$ cat config.mk
export PLATFORM = sky130hd
export DESIGN_NAME = regfile_sb
export DESIGN_NICKNAME = d
export VERILOG_FILES = /design/src/rtl/regfile_sb.sv
export SDC_FILE = /design/constraint.sdc
export NUM_CORES = 2
export LEC_CHECK = 0
export BUFFER_PORTS_ARGS = -buffer_cell sky130_fd_sc_hd__buf_2
export CORE_MARGIN = 1
export CORE_UTILIZATION = 46
export DETAILED_ROUTE_END_ITERATION = 8
export HOLD_SLACK_MARGIN = 0.05
export SYNTH_ARGS = -nofsm -noshare
export SYNTH_HDL_FRONTEND = slang
export SYNTH_SLANG_ARGS = --single-unit
$ cat constraint.sdc
create_clock -name clk -period 9 [get_ports clk]
set_input_delay 0.9 -clock clk [delete_from_list [all_inputs] [get_ports clk]]
set_output_delay 0.9 -clock clk [all_outputs]
set_load 0.1 [all_outputs]
$ cat src/rtl/regfile_sb.sv
// regfile_sb: parametrised register file with a hardwired-zero r0 and a
// per-register busy scoreboard for RAW hazard detection at decode.
//
// Optional feature macro: REGFILE_SB_WRITE_BYPASS_EN
//   defined   -> a same-cycle write is forwarded to any read port addressing it
//   undefined -> reads return stored state; new data appears the next cycle
module regfile_sb #(
   parameter int XLEN  = 64,
   parameter int NREGS = 32,
   parameter int NRD   = 2,
   localparam int AW   = $clog2(NREGS)
) (
   input  logic                clk,
   input  logic                reset_n,
   input  logic [NRD*AW-1:0]   rs_addr,
   output logic [NRD*XLEN-1:0] rs_data,
   output logic [NRD-1:0]      rs_busy,
   input  logic                we,
   input  logic [AW-1:0]       wr_addr,
   input  logic [XLEN-1:0]     wr_data,
   input  logic                issue_valid,
   input  logic [AW-1:0]       issue_rd,
   input  logic                flush,
   output logic [AW:0]         busy_count
);

   logic [XLEN-1:0] regs [NREGS];
   logic [NREGS-1:0] busy;
   logic [NREGS-1:0] busy_next;

   logic wr_en;      // effective storage write (r0 is never written)
   logic set_en;     // effective issue (r0 is never marked busy)
   logic same_reg;   // issue and write target the same register this edge
   logic set_new;    // busy bit goes 0 -> 1
   logic clr_new;    // busy bit goes 1 -> 0

   assign wr_en    = we && (wr_addr != '0);
   assign set_en   = issue_valid && (issue_rd != '0);
   assign same_reg = set_en && (issue_rd == wr_addr);
   assign set_new  = set_en && !busy[issue_rd];
   // A clear is cancelled when the same register is re-issued on this edge:
   // the newer producer owns it.
   assign clr_new  = wr_en && busy[wr_addr] && !same_reg;

   // Architectural storage, cleared asynchronously.
   // NOTE: the whole array is reset because clearing all storage is a
   // functional requirement; this forces flops rather than a RAM macro.
   // NOTE: sequential state uses non-blocking assignments so every flop
   // samples pre-edge values regardless of block ordering.
   always_ff @(posedge clk or negedge reset_n) begin
      if (!reset_n) begin
         for (int r = 0; r < NREGS; r++) begin
            regs[r] <= '0;
         end
      end else if (wr_en) begin
         regs[wr_addr] <= wr_data;
      end
   end

   // Next busy vector: clear first, then set, so a same-register issue wins.
   // NOTE: busy_next is given a full default before any conditional update,
   // which keeps this block purely combinational (no latch).
   always_comb begin
      busy_next = busy;
      if (wr_en) begin
         busy_next[wr_addr] = 1'b0;
      end
      if (set_en) begin
         busy_next[issue_rd] = 1'b1;
      end
   end

   // Scoreboard and its incrementally maintained population count.
   always_ff @(posedge clk or negedge reset_n) begin
      if (!reset_n) begin
         busy       <= '0;
         busy_count <= '0;
      end else if (flush) begin
         busy       <= '0;
         busy_count <= '0;
      end else begin
         busy       <= busy_next;
         busy_count <= busy_count + {{AW{1'b0}}, set_new} - {{AW{1'b0}}, clr_new};
      end
   end

   // Read ports: combinational, r0 forced to zero.
   for (genvar i = 0; i < NRD; i++) begin : g_rd
      logic [AW-1:0]   a;
      logic [XLEN-1:0] stored;

      assign a      = rs_addr[i*AW +: AW];
      assign stored = (a == '0) ? '0 : regs[a];

`ifdef REGFILE_SB_WRITE_BYPASS_EN
      logic hit;

      // Forward the in-flight write; the register is only still busy if it
      // is being re-issued in the same cycle.
      assign hit                    = wr_en && (a == wr_addr);
      assign rs_data[i*XLEN +: XLEN] = hit ? wr_data : stored;
      assign rs_busy[i]             = hit ? same_reg : busy[a];
`else
      assign rs_data[i*XLEN +: XLEN] = stored;
      assign rs_busy[i]             = busy[a];
`endif
   end

endmodule

Yosys cells after proc, flatten, opt, wreduce, memory -nomap -nowiden
Index checks and enable logic that the tools add are counted.

Equal/unequal tests: 1. Add/sub/neg operators: 2. Reductions and logical operators: 15. Bitwise logic cells: 6. Mux-type cells: 27. Order comparisons: 10.

Operators with widths (number): 2048-bit bitwise mux (1); 64-bit binary-select mux with 5-bit select (2); 64-bit two-way mux (7); 64-bit demux with 5-bit select (1); 32-bit two-way mux (3); 32-bit AND (1); 32-bit NOT (1); 32-bit OR (1); 5-bit by 6-bit < comparator with 1-bit output, second input constant (4); 1-bit binary-select mux with 5-bit select (4); 6-bit greater-or-equal comparator, second input constant (3); 5-bit NOT with 6-bit output (3); 1-bit demux with 5-bit select (2); 5-bit by 1-bit greater-or-equal comparator with 1-bit output, second input constant (2); 5-bit logical NOT (2); 5-bit nonzero test (2); 1-bit logical AND (9); 6-bit by 1-bit adder with 6-bit output (1); 6-bit by 1-bit < comparator with 1-bit output, second input constant (1); 1-bit two-way mux (6); 6-bit two-way mux (1); 6-bit by 1-bit subtractor with 6-bit output (1); 5-bit equality test (1); 1-bit logical NOT (2).

Input port bits: 89. Register bits after elaboration: 2086. Logic and storage cells: 95. Output and inout bits: 136.

Depth between registers and ports, before layout
Depth in word-level cells: 10. Depth in mapped cells: 14. Gate-level depth less buffers: 12.

Worst setup path after synthesis
Ideal clock, no wire load.

Kind: in2out. Start: input port rs_addr[0]. End: output port rs_data[42]. Path buffers: 5. Required time: 8.100 ns. Stages: 9. Slack: 2.917 ns. Arrival time: 5.183 ns. Cell sequence: buf_4 -> buf_6 -> buf_4 -> buf_6 -> buf_4 -> mux2i_1 -> nor3_1 -> a2111oi_0 -> nor4b_1.

Word-level cells in the longest chain between the ends: 5. Elaborated cells on any way between the ends: 6. Classes of those cells: mux: 4; bitwise: 1; reduce/logical: 1.

Ends and longest elaborated chain: start: declaration (RTL line 15) `input logic [NRD*AW-1:0] rs_addr,`; 5-bit NOT with 6-bit output (implied by the code) (RTL line 93) `assign stored = (a == '0) ? '0 : regs[a];`; 64-bit binary-select mux with 5-bit select (RTL line 93); 64-bit two-way mux (implied by the code) (2 in series) (RTL line 93); 64-bit two-way mux * (RTL line 93); end: declaration (RTL line 16) `output logic [NRD*XLEN-1:0] rs_data,`.

Mark *: on every way between the ends. The rest lies on a longest branch, timed or not. The select of a mux whose other input is x is not followed.

Final worst setup path
Start: input port rs_addr[6]. End: output port rs_data[99].

The elaborated chain is that of the path after synthesis.

==> summary.md <==
| Metric | Value |
|---|---|
| Seq pwr share | 0.430 |
| Share of layout cells above drive strength 1 | 0.550 |
| CTS Buf Count | ~220 |
| Int Pwr | just over 0.02 W |
| HPWL Detailed | 209000 um |
| Final WL | 364000 um |
| WL per Instance | roughly 36 um |
| Reg2Reg Depth | 12 |
| WP data arrival | 5.37 ns |
| Crit path to | rs_data[99] |
| RSZ-0062 raised after global routing | false |
| Initial antenna violation count | 56 |
| Netlist cell types | 60 |
| CTS clock-pin slew for the worst setup and hold paths | 0.06 ns |
| PwrDens | roughly 240 nW/um2 |
| R2R Path End | busy_count[4] |
| Initial Utilization | 0.464 |
| Worst hold path type | flip-flop to flip-flop |
| CTS sink count | around 2.1k |
| Congestion Overflow GR | 0 |
| Tcrit/Tclk final | 0.696 |
| Max-cap viol count | 1 |
| Tot Pwr | about 0.029 W |
| Core footprint | around 240000 um2 |
| Final TNS setup | 0 ns |
| CTS tree | yes |
| Status | finished, violations left |
| Area growth from synthesis to layout | 9.79% |
| R2R Path Start | busy[15] |
| Max Slew Vio Count | 2 |
| Max Fclk | approximately 0.16 GHz |
| Final setup vio count | 0 |
| Adder-Cell Fraction of Synth Area | 0.000858 |
| Largest family of logic cells by synthesized area | multiplexers |
| Number of synthesized register bits | ~2.1k |
| Worst setup SP type | primary input |
| Syn Area/Cell | between 15 and 20 um2 |
| Largest net degree at the start of global routing | 158 |
| Synth Area in Compound Gates | 0.0222 |
| Pleak | 53.5 nW |
| Post-synth EDFFs | 0 |
| Clk pwr share | 0.331 |
| IO buf count | 224 |
| Worst slew pin tran | roughly 1.6 ns |
| Die Y | approximately 490 um |
| Switching Share | 0.300 |
| Final setup skew | approximately 0.022 ns |
| Post-synthesis sequential area ratio | 0.471 |
| Clock tree buffer depth | 3 |
| Max_slew headroom | -0.0413 |
| Crit end category | primary output |
| Row count | roughly 180 |
| First-pass GRT wire length | 525000 um |
| Most common cell after layout, fill and taps aside | dfrtp_1 |
| Post-synthesis mux area share | 0.454 |
| FFs w/ async S/R, synth | 1.00 |
| Most frequent cells in the layout | dfrtp_1 (2086), mux2_2 (1965), mux4_2 (1119), mux2i_1 (301), clkbuf_16 (228) |
| Chip Width | roughly 490 um |
| Critical Path RT | between 8 and 9 ns |
| Worst reg2reg setup slack | roughly 5.6 ns |
| Synth Cell Area | roughly 110000 um2 |
| Crit path time final | between 6 and 7 ns |
| DRC viols | 0 |
| Vias/cell | roughly 6.7 |
| Buffer count from post-CTS setup fixing | 0 |
| Routed Antenna Nets | 0 |
| Synth Instances | between 7k and 8k |
| 1st-iter DRT viols | 6496 |
| Endpoints failing hold | 0 |
| Vias in the first global route | 70.3k |
| Mapped Nets | 7198 |
| Worst Path Max Fanout | about 100 |
| Synth Flop Type | dfrtp_1 |
| Post-synthesis simple-gate area fraction | 0.0177 |
| Crit. Startpoint | rs_addr[6] |
| Gate power share | 0.238 |
| NetSw | 0.00865 W |
| Syn. warnings | 0 |
| Die ar. | 243000 um2 |
| H-tree depth | 4 |
| Total track usage | 0.301 |
| GPL Wtd Cong | about 0.85 |
| Fin nets | a little under 7k |
| Router iterations before antenna repair | 6 |
| WS Path Type | primary input to primary output |
| Later-pin clock latency in the skew report | about 0.9 ns |
| I/O pins | roughly 230 |
| Peak supply drop | ~0.19 mV |
| Final core occ | 0.510 |
| Root buffer cell | clkbuf_16 |
| Failing checks | capacitance limit, slew limit |
| XOR/XNOR Fraction of Synth Area | 0.000711 |
| Via Count | ~70k |
[synth_stat cells, types with 29 or more instances]
| cell type | n | share of area |
|---|---|---|
| a21o_1 | 49 | 0.0033 |
| a22oi_1 | 37 | 0.0025 |
| a2bb2oi_1 | 36 | 0.0028 |
| o22ai_1 | 60 | 0.0034 |
| mux2i_1 | 301 | 0.027 |
| mux4_2 | 1119 | 0.23 |
| dfrtp_1 | 2086 | 0.47 |
| buf_4 | 29 | 0.0020 |
| clkbuf_1 | 464 | 0.016 |
| mux2_2 | 1965 | 0.20 |
| o21ai_0 | 47 | 0.0021 |
| nor2b_1 | 35 | 0.0020 |
| nand2_1 | 236 | 0.0080 |
| buf_1 | 53 | 0.0018 |
| buf_2 | 283 | 0.013 |
| nor2_1 | 58 | 0.0020 |
[final cells by class]
| class | count | area (um2) |
|---|---|---|
| inverter | 11 | 41.3 |
| antenna | 22 | 55.1 |
| sequential | 2086 | 52200 |
| clock buffer | 321 | 6590 |
| clock inverter | 80 | 947 |
| tap | 3167 | 3960 |
| fill | 19800 | 117000 |
| timing repair buffer | 380 | 2700 |
| multi-input combinational | 4166 | 55200 |
[worst min path at each step]
stage | start | to | depth (start not counted)
global route | regs[1988] | regs[1988] | 0
finish | regs[2015] | regs[2015] | 0
detailed placement | regs[2037] | regs[2037] | 0
global placement | regs[2023] | regs[2023] | 0
floorplan | regs[1984] | regs[1984] | 1
CTS | regs[1986] | regs[1986] | 0
[cell families after synthesis]
family                   after synthesis
buffers and inverters                850
AO/OA/AOI/OAI                        335
multiplexers                        3385
flip-flops                          2086
XOR/XNOR                               9
adder cells (fa/ha/maj)                7
AND/OR/NAND/NOR                      430
[per-stage QoR]
| step | area, um2 | setup slack [ns] | hold slack, ns | instances |
|---|---|---|---|---|
| detailed placement | 114000 | 2.86 | 0.363 | 9809 |
| finish | 122000 | 2.73 | 0.374 | 10200 |
| floorplan | 111000 | 2.92 | 0.425 | 7102 |
| global placement | 114000 | 2.94 | 0.361 | 9809 |
| CTS | 122000 | 2.87 | 0.377 | 10200 |
| global route | 122000 | 2.81 | 0.381 | 10200 |
[worst max-delay path, stage by stage]
cell and delay, ns:
buf_8 0.50, buf_12 0.62, buf_4 0.59, mux4_2 0.31
mux4_2 0.22, nor2b_1 0.04, nor3_1 1.21, buf_4 0.26
buf_2 0.43
[metal layers]
layer	up-vias	GRT usage	share of wire
met4	26	0.109	0.037
met5	-	0	0.00043
met2	2708	0.473	0.47
met3	664	0.0577	0.068
li1	27000	-	-
met1	37800	0.419	0.42
[power by group through the flow]
stage                     registers, W  logic (W)  clock network (W)
after global routing            0.0126    0.00726             0.0100
after global placement          0.0124    0.00678                  0
final                           0.0124    0.00687            0.00955
after CTS                       0.0123    0.00690            0.00969
after floorplan                 0.0121    0.00536                  0
after detailed placement        0.0125    0.00688                  0
[sequential cells by signal, summed over array words and instances (netlist names)]
signal	cells
regs	2048
busy	32
busy_count	6
[repair_timing]
action | CTS | global route
resized for setup | 0 | 0
endpoints found under the setup margin | 0 | 0
endpoints found under the hold margin | 18 | 0
hold buffers | 1 | 0
Power figures use the tool's default switching activity.
